==> config.mk <==
export PLATFORM = sky130hd
export DESIGN_NAME = matrix_ram_loader
export DESIGN_NICKNAME = d
export VERILOG_FILES = /design/src/rtl/matrix_ram_loader.sv
export SDC_FILE = /design/constraint.sdc
export NUM_CORES = 1
export LEC_CHECK = 0
export BUFFER_PORTS_ARGS = -buffer_cell sky130_fd_sc_hd__clkbuf_2
export CAP_MARGIN = 20
export CORE_ASPECT_RATIO = 1.2
export CORE_MARGIN = 3
export CORE_UTILIZATION = 48
export CTS_BUF_LIST = sky130_fd_sc_hd__clkbuf_8 sky130_fd_sc_hd__clkbuf_16
export DETAILED_ROUTE_END_ITERATION = 8
export PLACE_DENSITY_LB_ADDON = 0.1
export SKIP_CTS_REPAIR_TIMING = 1
export SYNTH_ARGS = -nofsm -noshare
export SYNTH_HDL_FRONTEND = slang
export SYNTH_SLANG_ARGS = --single-unit
==> constraint.sdc <==
create_clock -name clock -period 4.7 [get_ports clock]
set_input_delay 0.94 -clock clock [delete_from_list [all_inputs] [get_ports clock]]
set_output_delay 0.94 -clock clock [all_outputs]
set_load 0.01 [all_outputs]
==> src/rtl/matrix_ram_loader.sv <==
// Streams an operand byte sequence into the A RAM then the B RAM, with a
// one-cycle registered write port, plus a running checksum and byte count.
module matrix_ram_loader #(
  parameter int DATA_WIDTH = 8,
  parameter int A_DEPTH    = 4096,
  parameter int B_DEPTH    = 64,
  parameter int A_ADDR_W   = 12,
  parameter int B_ADDR_W   = 6
) (
  input  logic                  clock,
  input  logic                  reset_l,
  input  logic                  start,
  input  logic                  in_valid,
  input  logic [DATA_WIDTH-1:0] in_data,
  output logic                  in_ready,
  output logic                  a_we,
  output logic [A_ADDR_W-1:0]   a_addr,
  output logic [DATA_WIDTH-1:0] a_wdata,
  output logic                  b_we,
  output logic [B_ADDR_W-1:0]   b_addr,
  output logic [DATA_WIDTH-1:0] b_wdata,
  output logic                  busy,
  output logic                  done,
  output logic [15:0]           checksum,
  output logic [15:0]           byte_count
);

  localparam logic [1:0] IDLE   = 2'd0;
  localparam logic [1:0] LOAD_A = 2'd1;
  localparam logic [1:0] LOAD_B = 2'd2;
  localparam logic [1:0] DONE   = 2'd3;

  logic [1:0]          state;
  logic [A_ADDR_W-1:0] a_idx;
  logic [B_ADDR_W-1:0] b_idx;
  logic                xfer;

  assign in_ready = (state == LOAD_A) || (state == LOAD_B);
  assign busy     = in_ready;
  assign xfer     = in_valid && in_ready;

  always_ff @(posedge clock or negedge reset_l) begin
    if (!reset_l) begin
      state      <= IDLE;
      a_idx      <= '0;
      b_idx      <= '0;
      a_we       <= 1'b0;
      a_addr     <= '0;
      a_wdata    <= '0;
      b_we       <= 1'b0;
      b_addr     <= '0;
      b_wdata    <= '0;
      done       <= 1'b0;
      checksum   <= '0;
      byte_count <= '0;
    end else begin
      a_we <= 1'b0;
      b_we <= 1'b0;
      case (state)
        IDLE, DONE: begin
          if (start) begin
            state      <= LOAD_A;
            a_idx      <= '0;
            b_idx      <= '0;
            checksum   <= '0;
            byte_count <= '0;
            done       <= 1'b0;
          end
        end
        LOAD_A: begin
          if (in_valid) begin
            a_we    <= 1'b1;
            a_addr  <= a_idx;
            a_wdata <= in_data;
            a_idx   <= a_idx + A_ADDR_W'(1);
            // next byte goes straight to B address 0, no bubble
            if (a_idx == A_ADDR_W'(A_DEPTH - 1)) state <= LOAD_B;
          end
        end
        LOAD_B: begin
          if (in_valid) begin
            b_we    <= 1'b1;
            b_addr  <= b_idx;
            b_wdata <= in_data;
            b_idx   <= b_idx + B_ADDR_W'(1);
            if (b_idx == B_ADDR_W'(B_DEPTH - 1)) begin
              state <= DONE;
              done  <= 1'b1;
            end
          end
        end
        default: state <= IDLE;
      endcase
      // lands in the same cycle as the write strobe for this byte
      if (xfer) begin
        checksum   <= checksum + 16'(in_data);
        byte_count <= byte_count + 16'd1;
      end
    end
  end

endmodule

==> results of run 1 <==
-- power groups by stage --
stage                     sequential [mW]  combinational (mW)  clock, mW
after detailed placement             1.09                1.03          0
after CTS                            1.07                1.04      0.545
after floorplan                      1.13               0.655          0
final                                1.07                1.03      0.527
after global placement               1.08                1.01          0
after global routing                 1.10                1.15      0.578
-- flip-flops by register name (all words and copies together), names as in the netlist --
name / count
a_idx: 12
a_addr: 12
a_wdata: 8
b_we: 1
done: 1
b_idx: 6
b_wdata: 8
byte_count: 16
b_addr: 6
state: 2
checksum: 16
a_we: 1
-- stage by stage --
step / hold WS (ns) / cells / worst slack, ns / instance area (um2)
2_1_floorplan: 0.509 / 396 / 2.19 / 4270
3_3_place_gp: 0.460 / 580 / 1.96 / 4770
3_5_place_dp: 0.470 / 580 / 1.89 / 4770
4_1_cts: 0.489 / 595 / 2.18 / 4960
5_1_grt: 0.500 / 596 / 2.02 / 4970
6_report: 0.478 / 596 / 2.21 / 4970
-- metal layers --
| metal | wire length [um] | vias up | part of all wire, % |
|---|---|---|---|
| li1 | - | 1579 | - |
| met1 | 4120 | 1600 | 45 |
| met2 | 4590 | 57 | 50 |
| met3 | 368 | 13 | 4.0 |
| met4 | 163 | 0 | 1.8 |
| met5 | 0 | - | 0 |
-- cells in the final DEF, fill, tap and decap left out, types with 13 or more instances in the layout --
cell type,count
mux2_2,29
nand2_1,42
nand3_1,24
inv_1,13
nor2_1,21
o21ai_0,26
ha_1,14
clkbuf_2,81
dfrtp_1,89
-- final cells by class --
type / count / share of cell area (%)
flip-flops and latches: 89 / 44.8
multi-input cells: 278 / 38.6
repair buffers: 85 / 8.76
clock buffers: 11 / 3.05
well taps: 117 / 2.95
inverters: 12 / 0.907
clock inverters: 4 / 0.881
-- worst register-to-register path, cell delays in order, from the launching register on --
cell and delay (ns):
dfrtp_1 0.38, inv_1 0.07, ha_1 0.46, nand2_1 0.58
nor2_1 0.74, nor2_1 0.13
-- worst paths after layout --
path | slack (ns) | to | depth (start not counted) | startpoint
max reg2reg | 2.21 | a_idx[6] | 5 | state[0]
max | 2.21 | a_idx[6] | 5 | state[0]
min in group asynchronous | 0.64 | a_we | 1 | reset_l
max in group asynchronous | 3.17 | b_wdata[0] | 2 | reset_l
min | 0.48 | b_addr[1] | 2 | b_addr[1]
min reg2reg | 0.48 | b_addr[1] | 2 | b_addr[1]
-- cell families after synthesis --
logic type | after synthesis | share of synthesized area [%]
simple gates | 122 | 13.9
flops | 89 | 52.2
compound gates | 83 | 12.5
mux | 41 | 10.5
buf+inv | 29 | 2.90
xor+xnor | 17 | 3.49
fa+ha+maj | 15 | 4.57
==> metrics, run 1 <==
Die X 92.1 um; ANT nets after route 0; Top cell by count, worst path nor2_1; htree depth 3; worst path bufs/invs 1; PD cells 530 nW/um2; Synth top cells by count dfrtp_1, nand2_1, mux2_2, o21ai_0, nand3_1; arrival time worst endpoint 2.71 ns; CP max stage delay about 0.73 ns; Hold WC Path Type flip-flop to flip-flop; met2 usage 33.2%; initial antenna violation count 0; family with the most delay on the worst path simple AND/OR/NAND/NOR gates; sequential element share of the synthesized area 52.2%; cell taking the most area after synthesis dfrtp_1; Comb power frac 39.2%; P_leak 2.48 nW; max-cap violations 0; unrepaired setup endpoints after global routing no; Worst EP required 4.92 ns; number of synthesized register bits 89; IO Port Bufs 82; clock buffer depth 2; DR vias/cell between 5 and 6; TritonCTS buffer count 9; Startpoint Class flip-flop; vias in the first global route 3181; initial drt markers 115; Flop pwr share 40.7%; Crit-path slowest cell nor2_1; Synth area leaders dfrtp_1, mux2_2, ha_1, nand2_1, o21ai_0; number of synthesized flops with an enable pin 0; worst skew pair latency 0.36 ns; Clock transition at path regs 0.08 ns; root buf cell clkbuf_8; fin crit share 53.0%; slew margin rel. between 30% and 40%; Yosys cell types 49; fill count 809; multi-input logic area 1920 um2; Async S/R FF share, synth 100%; die area 10100 um2; area grow syn2layout 16.3%; Post-Syn Nets 423; Register Area 2230 um2; GR Util met3 3.22%; drt first pass iters 4; first-pass GRT wire length between 15 and 20 mm; Setup violations, final 0; Post-Syn Area per Cell roughly 11 um2; overall power around 2.6 mW; crit-path max FO 22; VDD IR max 0.231 mV; Synth Cell Area 4270 um2; Mapped Cells approximately 400; count of yosys warnings during synthesis 0; status finished, final reports clean; largest net degree at the start of global routing 61; final design utilization 57.7%; core area roughly 8600 um2; Worst Setup Path Type flip-flop to flip-flop; Final Slew Violations 0; busiest grt layer met2; post-DP HPWL approximately 6.6 mm; Switching Fraction 38.0%; Vias roughly 3.2k; met1 Track Usage GR roughly 25%; n_diodes 0; Clock Skews 0.00710 ns; WL final 9.25 mm; clock network power share 20.0%; ys flop type dfrtp_1; RePlAce Congestion 0.800; final number of hold-violating endpoints 0; Power Internal 1.63 mW; Fin Setup TNS 0 ns; share of layout cells above drive strength 1 27.6%; post-synth top area share a little over half; Die H 109 um; # nets final between 500 and 600; All-Layer GR Usage 19.6%; worst slew pin tran 0.932 ns; highest clock rate ~400 MHz; drt drc 0; Cell Rows 37; wire per inst 15.5 um; Worst setup EP type flip-flop; Starting Density roughly 50%; Remaining Overflow, GRT 0; min cycle time layout approximately 2.5 ns; most common cell in the synthesized netlist dfrtp_1; clock sinks 89; CTS tree built; # IOs 83; Net Sw Power 0.999 mW; cell breakdown of the critical path inv_1 -> ha_1 -> nand2_1 -> nor2_1 -> nor2_1
Power figures use the tool's default switching activity.
==> run 2, diff against run 1 <==
==> constraint.sdc (replaced) <==
create_clock -name clock -period 2.57 [get_ports clock]
set_input_delay 0.514 -clock clock [delete_from_list [all_inputs] [get_ports clock]]
set_output_delay 0.514 -clock clock [all_outputs]
set_load 0.01 [all_outputs]
==> run 2 against run 1 <==
Compared with the run above: flip-flop and latch count unchanged; worst setup slack worse by 1.9 ns; sequential share of layout area down 0.63 points; register-to-register slack worse by 1.9 ns; count of clock-buffer cells in the layout unchanged; non-clock buffer count up 6; critical path type unchanged; largest cell class unchanged.
==> metrics, run 2 (synthesis results as in run 1) <==
status finished, final reports clean; Worst EP required 2.82 ns; ANT nets after route 0; clock sinks slightly below 90; # IOs 83; max-cap violations 0; fin crit share 86.2%; drt first pass iters 4; die area 10100 um2; setup slack, reg-to-reg 0.35 ns; arrival time worst endpoint approximately 2.5 ns; highest clock rate between 400 and 500 MHz; Remaining Overflow, GRT 0; Hold Worst Slack 0.0692 ns; min cycle time layout 2.22 ns; slew margin rel. a little over 50%; leading registers by flop count byte_count x16, checksum x16; initial antenna violation count 0; Cell Rows 37; DR vias/cell between 5 and 6; drt drc 0; Vias 3312; n_diodes 0; r2r endpoint a_idx[6]; wire per inst 15.9 um; Die H 109 um; first-pass GRT wire length roughly 16 mm; fill count 762; Worst Setup Path Type flip-flop to flip-flop; core area 8610 um2; Final Slew Violations 0; htree depth 3; Die X 92.1 um; VDD IR max 0.401 mV; Worst setup EP type flip-flop; Startpoint Class flip-flop; Clock transition at path regs 0.08 ns; worst reg2reg startpoint state[0]; worst slew pin tran 0.739 ns; worst skew pair latency 0.36 ns; unrepaired setup endpoints after global routing no; P_leak roughly 2.5 nW; most common cell after layout, fill and taps aside dfrtp_1; Hold WC Path Type input port to async pin; # nets final 508; largest net degree at the start of global routing 38; WL final 9.55 mm; Starting Density 49.6%; final number of hold-violating endpoints 0; vias in the first global route 3322; Setup violations, final 0; initial drt markers 147; IO Port Bufs 82; Fin Setup TNS 0 ns; area grow syn2layout 18.0%; reg2reg path depth 7; clock buffer depth 2; RePlAce Congestion 0.784; crit-path max FO 9; Clock Skews 0.00475 ns; final design utilization between 50% and 60%; post-DP HPWL 6.96 mm; share of layout cells above drive strength 1 28.2%; most frequent cells in the layout dfrtp_1, clkbuf_2, nand2_1; TritonCTS buffer count 9; All-Layer GR Usage between 10% and 20%; root buf cell clkbuf_8; CTS tree built; PD cells 974 nW/um2
## run 2: cell count changes in the layout (fill, tap and decap cells not counted), sizes merged
cell,change
buf,+6
inv,+1
clkinv,-2
clkinvlp,+1
## run 2: where the power goes
group | internal, mW | switching (mW) | total [mW] | leakage [nW]
logic | 0.837 | 1.14 | 1.97 | 1.22
clock network | 0.491 | 0.478 | 0.969 | 0.104
registers | 1.71 | 0.254 | 1.97 | 1.19
total | 3.04 | 1.87 | 4.91 | 2.52
## run 2: metrics by stage
step	power, mW	area, um2	worst slack, ns	instances
3_3_place_gp	3.93	4840	0.275	587
6_report	4.91	5040	0.353	602
3_5_place_dp	4.00	4840	0.195	587
4_1_cts	4.98	5040	0.353	602
5_1_grt	5.26	5040	0.134	602
2_1_floorplan	3.26	4270	0.482	396
## run 2: critical path, cell delays in order, from the launching register on
cell and delay, ns:
dfrtp_1 0.40, inv_1 0.08, ha_1 0.47, mux2i_1 0.60
nor3_1 0.14, and4_1 0.25, xnor2_1 0.13, nor2_1 0.05
## run 2: worst max path at each step
stage / start / to / cells after the start
2_1_floorplan: in_data[0] / checksum[14] / 8
3_3_place_gp: in_data[0] / checksum[14] / 9
3_5_place_dp: in_data[0] / checksum[14] / 9
4_1_cts: state[0] / a_idx[6] / 7
5_1_grt: state[0] / a_idx[6] / 7
6_report: state[0] / a_idx[6] / 7
## run 2: layout make-up
type | count | area, um2 | area share [%]
sequential | 89 | 2230 | 44.2
multi-input combinational | 278 | 1920 | 38.1
timing repair buffer | 91 | 505 | 10.0
clock buffer | 11 | 151 | 3.00
tap | 117 | 146 | 2.90
clock inverter | 4 | 45.0 | 0.894
inverter | 12 | 45.0 | 0.894
## run 2: layer usage
layer / global-route usage [%] / wire length (um) / up-vias
li1: - / - / 1594
met3: 4.18 / 394 / 14
met4: 7.86 / 158 / 0
met1: 24.5 / 4200 / 1632
met2: 34.4 / 4800 / 72
met5: 0 / 0 / -
